$ cat config.mk
export PLATFORM = sky130hd
export DESIGN_NAME = button_debouncer
export DESIGN_NICKNAME = d
export VERILOG_FILES = /design/src/rtl/debounce_pkg.sv /design/src/rtl/sync_ff.sv /design/src/rtl/button_debouncer.sv
export SDC_FILE = /design/constraint.sdc
export NUM_CORES = 1
export LEC_CHECK = 0
export ABC_AREA = 1
export CAP_MARGIN = 40
export CORE_UTILIZATION = 35
export DETAILED_ROUTE_END_ITERATION = 10
export SLEW_MARGIN = 20
export SYNTH_ARGS = -nofsm -noshare
export SYNTH_HDL_FRONTEND = slang
export SYNTH_SLANG_ARGS = --single-unit
$ cat constraint.sdc
create_clock -name clk -period 2 [get_ports clk]
set_clock_uncertainty 0.2 [all_clocks]
set_input_delay 0.5 -clock clk [delete_from_list [all_inputs] [get_ports clk]]
set_output_delay 0.5 -clock clk [all_outputs]
set_load 0.005 [all_outputs]
$ cat src/rtl/debounce_pkg.sv
// Shared definitions for the push-button debouncer: FSM state encoding and
// default timing constants for a 100 MHz system clock.
package debounce_pkg;

    typedef enum logic [1:0] {
        IDLE         = 2'b00,
        PRESS_WAIT   = 2'b01,
        PRESSED      = 2'b10,
        RELEASE_WAIT = 2'b11
    } state_t;

    // 10 ms qualification window and 1 s long-press threshold at 100 MHz
    localparam int DEFAULT_STABLE_CYCLES = 32'd1_000_000;
    localparam int DEFAULT_LONG_CYCLES   = 32'd100_000_000;

endpackage

$ cat src/rtl/sync_ff.sv
// N-flop synchroniser for one asynchronous pin; asynchronous active-high
// reset clears every stage to 0.
module sync_ff #(
    parameter int N = 2
) (
    input  logic clk,
    input  logic reset,
    input  logic d,
    output logic q
);

    logic [N-1:0] r_sync;

    // shift the raw pin through N flops; stage 0 is the metastability catcher
    always_ff @(posedge clk or posedge reset) begin
        if (reset) begin
            r_sync <= '0;
        end else begin
            r_sync <= {r_sync[N-2:0], d};
        end
    end

    assign q = r_sync[N-1];

endmodule

$ cat src/rtl/button_debouncer.sv
// Debounces one raw push-button pin into a clean pressed level.
// Optional long-press detector enabled by defining DEBOUNCE_LONGPRESS_EN.
module button_debouncer
    import debounce_pkg::*;
#(
    parameter int SYNC_STAGES   = 2,
    parameter int STABLE_CYCLES = DEFAULT_STABLE_CYCLES,
    parameter int LONG_CYCLES   = DEFAULT_LONG_CYCLES
) (
    input  logic clk,
    input  logic reset,
    input  logic in,
    output logic out,
    output logic long_press
);

    localparam int               CNT_W    = $clog2(STABLE_CYCLES);
    localparam logic [CNT_W-1:0] CNT_LAST = CNT_W'(STABLE_CYCLES - 1);

    logic             w_s;
    state_t           r_state;
    state_t           w_state_nxt;
    logic [CNT_W-1:0] r_cnt;
    logic [CNT_W-1:0] w_cnt_nxt;

    sync_ff #(
        .N (SYNC_STAGES)
    ) u_sync (
        .clk   (clk),
        .reset (reset),
        .d     (in),
        .q     (w_s)
    );

    // state and qualification counter registers
    always_ff @(posedge clk or posedge reset) begin
        if (reset) begin
            r_state <= IDLE;
            r_cnt   <= '0;
        end else begin
            r_state <= w_state_nxt;
            r_cnt   <= w_cnt_nxt;
        end
    end

    // next-state logic: a mismatch on s always wins over the terminal count
    always_comb begin
        w_state_nxt = r_state;
        w_cnt_nxt   = r_cnt;
        case (r_state)
            IDLE: begin
                if (w_s) begin
                    w_state_nxt = PRESS_WAIT;
                    w_cnt_nxt   = '0;
                end else begin
                    w_state_nxt = IDLE;
                end
            end
            PRESS_WAIT: begin
                if (!w_s) begin
                    w_state_nxt = IDLE;
                end else if (r_cnt == CNT_LAST) begin
                    w_state_nxt = PRESSED;
                end else begin
                    w_cnt_nxt = r_cnt + 1'b1;
                end
            end
            PRESSED: begin
                if (!w_s) begin
                    w_state_nxt = RELEASE_WAIT;
                    w_cnt_nxt   = '0;
                end else begin
                    w_state_nxt = PRESSED;
                end
            end
            RELEASE_WAIT: begin
                if (w_s) begin
                    w_state_nxt = PRESSED;
                end else if (r_cnt == CNT_LAST) begin
                    w_state_nxt = IDLE;
                end else begin
                    w_cnt_nxt = r_cnt + 1'b1;
                end
            end
            default: begin
                w_state_nxt = IDLE;
                w_cnt_nxt   = '0;
            end
        endcase
    end

    // decoded purely from the state flops so the level cannot glitch
    assign out = (r_state == PRESSED) || (r_state == RELEASE_WAIT);

`ifdef DEBOUNCE_LONGPRESS_EN
    localparam int              LP_W   = $clog2(LONG_CYCLES + 1);
    localparam logic [LP_W-1:0] LP_MAX = LP_W'(LONG_CYCLES);

    logic [LP_W-1:0] r_lp_cnt;

    // hold-time counter: runs in PRESSED, freezes in RELEASE_WAIT, clears on IDLE
    always_ff @(posedge clk or posedge reset) begin
        if (reset) begin
            r_lp_cnt <= '0;
        end else if (w_state_nxt == IDLE) begin
            r_lp_cnt <= '0;
        end else if ((r_state == PRESSED) && (r_lp_cnt != LP_MAX)) begin
            r_lp_cnt <= r_lp_cnt + 1'b1;
        end else begin
            r_lp_cnt <= r_lp_cnt;
        end
    end

    assign long_press = (r_lp_cnt == LP_MAX);
`else
    // feature not built; the threshold is only referenced to keep it visible
    assign long_press = 1'b0 & (LONG_CYCLES > 0);
`endif

endmodule

==> metrics.yaml <==
outcome:
  status: "finished, final reports clean"
sta:
  period_minus_slack_ns: 1.88
  fin_crit_sh_pct: 94.1
  hold_viol_final: 0
  setup_tns_ns: 0
  setup_slack_ns: 0.118
  max_freq_ghz: 0.531
  setup_viol: 0
  drv_slew: 0
  rsz0062_at_grt: "no"
synth:
  syn_area_per_cell_um2: 6.93
  ys_warn_count: 0
  yosys.area_share.adder_pct: 0.806
  synth_compound_area_share_pct: 4.60
  ys_types: 28
  synth.area.top_cells: "dfrtp_1, nand2_1, nor2_1, nand3_1, xor2_1"
  synth_edf_count: 0
  ys_ff_latch: 24
  synth.top_cells.by_count: "nand2_1, nor2_1, dfrtp_1, nand3_1, inv_1"
  synth-seq-area-share_pct: 38.7
  synthMuxAreaShare_pct: 0
  synth_top_family_by_area: "simple AND/OR/NAND/NOR gates"
  synthSimpleGateAreaFrac_pct: 41.7
  async_flop_share_pct: 100
  syn_inst: 224
  yosysMostFrequentCell: "nand2_1"
  synth_area_leader_cell: "dfrtp_1"
  synth_top_area_share_pct: 38.7
  synthesis.nets: 228
  synth-xor-area-share_pct: 6.77
  syn_area_um2: 1550
  ys.flop_type: "dfrtp_1"
clock_tree:
  cts_tree: "yes"
  cts_sinks: 24
  cts.clk_slew.worst_paths_ns: 0.10
  cts_buffers: 3
  insertion_delay_ns: 0.27
  clockBufferDepth: 2
  cts_max_level: 1
  root_buffer: "clkbuf_8"
  cts_hold_buf: 0
critical_path:
  crit_cells: 1
  path_max_fanout: 3
  start_kind: "register"
  cp.required_ns: 1.30
  crit_type: "reg2out"
  critPathCapture: "out"
  slowest_delay_ns: 0.51
  cp_top_family: "buffers and inverters"
  worstReg2RegStart: "r_cnt[1]"
  crit_path_end_kind: "output port"
  path_cells: "clkdlybuf4s50_1"
  worst-path-buf-inv: 1
  crit_arrival_ns: 1.18
  ff2ff_setup_slack_ns: 0.23
  cp_slowest_cell: "clkdlybuf4s50_1"
  timing.rr.end: "r_cnt[16]"
  rr_worst_depth: 9
worst_hold_path:
  hold_path.class: "reg2reg"
die:
  dieHeight_um: 68.6
  core_area_um2: 4120
  dieArea_um2: 4700
  core.rowCount: 23
  initial_core_util_pct: 37.7
  die_w_um: 68.6
  io_pins: 5
route:
  first_iter_violations: 103
  vias: 1324
  ant_nets: 0
  dr.pass1.iters: 4
  routedWlPerCell_um: 11.5
  post_drt_via_cell_ratio: 4.71
  routed_wl_mm: 3.24
  post-route-drc-count: 0
layout:
  antenna_cells: 0
  fillCellCount: 434
  seq_area_um2: 601
  layout.nets: 236
  multi_input_area_um2: 842
  areaGrowthSynthToFinish_pct: 10.4
  design_area_um2: 1710
  instances_no_fill: 281
  drive_above_1_share_pct: 8.66
grt:
  grt_pass1_vias: 1245
  grt_max_degree: 28
  grt_pass1_wl_mm: 5.68
  grt.overflow.total: 0
  antenna_found_initial: 0
  grt.total_usage_pct: 16.3
placement:
  dpl_cell_area_um2: 1640
  dp_hpwl_mm: 2.48
  dpl.cell_count: 277
  portBuffers: 3
  place_ws_ns: 0.120
  place.gp.congestion: 0.890
power:
  p_leak_uw: 0.000736
  cellPowerDensity_nw_per_um2: 586
  vdd_drop_max_mv: 0.322
run:
  cap_violations: 0
==> sequential cells by signal, summed over array words and instances (netlist names), named ones only <==
register	flops
u_sync.r_sync	2
r_cnt	20
r_state	1
==> what timing repair did <==
item	in CTS	in global routing
setup buffers	0	0
endpoints found under the setup margin	0	1
gates resized for setup	0	1
==> how the worst min path moves through the flow <==
stage                            end              from  slack, ns  cells past startpoint
floorplan           u_sync.r_sync[1]  u_sync.r_sync[0]       0.13                      0
global placement    u_sync.r_sync[1]  u_sync.r_sync[0]       0.14                      0
detailed placement  u_sync.r_sync[1]  u_sync.r_sync[0]       0.14                      0
CTS                 u_sync.r_sync[1]  u_sync.r_sync[0]       0.16                      0
global route        u_sync.r_sync[1]  u_sync.r_sync[0]       0.17                      0
finish              u_sync.r_sync[1]  u_sync.r_sync[0]       0.15                      0
==> metal layers <==
layer | vias to the layer above | GRT usage, % | part of all wire, %
li1 | 706 | - | -
met1 | 592 | 22.3 | 51
met4 | 0 | 3.13 | 0.52
met5 | - | 0 | 0
met3 | 2 | 3.45 | 4.8
met2 | 24 | 26.3 | 44
==> cell families after synthesis <==
family                     after synthesis
AOI/OAI and AO/OA                       12
xor gates and xnor gates                12
adders and majority gates                1
buffers and inverters                   23
DFF                                     24
other                                    1
and+or+nand+nor                        151
==> layout make-up <==
cell class / instances / share of cell area, %
Clock buffer: 3 / 2.41
Timing Repair Buffer: 8 / 3.94
Inverter: 18 / 4.02
Sequential cell: 24 / 35.1
Tap cell: 50 / 3.65
Multi-Input combinational cell: 177 / 49.2
Clock inverter: 1 / 1.75
==> power breakdown <==
group	switching (uW)	internal, uW
registers	8.98	495
logic	42.8	22.6
clock network	166	268
total	218	785
==> layout by cell type, fill, tap and decap left out, types with 2 or more instances in the layout <==
cell type and n:
and2_1 3, nand2_1 79, clkdlybuf4s50_1 3, o21ai_0 4, xnor2_1 4, nor2_1 38, buf_4 5, dfrtp_1 24
nand3_1 24, xor2_1 8, inv_1 15, nor2_2 2, o21ai_2 3, clkbuf_8 3, o21ai_1 4
==> metrics by stage <==
| step | util [%] | power (uW) | hold WS [ns] |
|---|---|---|---|
| floorplan | - | 561 | 0.131 |
| global placement | 39.8 | 579 | 0.139 |
| detailed placement | 39.8 | 580 | 0.136 |
| CTS | 41.6 | 1010 | 0.158 |
| global route | 41.6 | 1040 | 0.174 |
| finish | 41.6 | 1000 | 0.155 |
No activity file was read; power rests on OpenSTA's default activity.
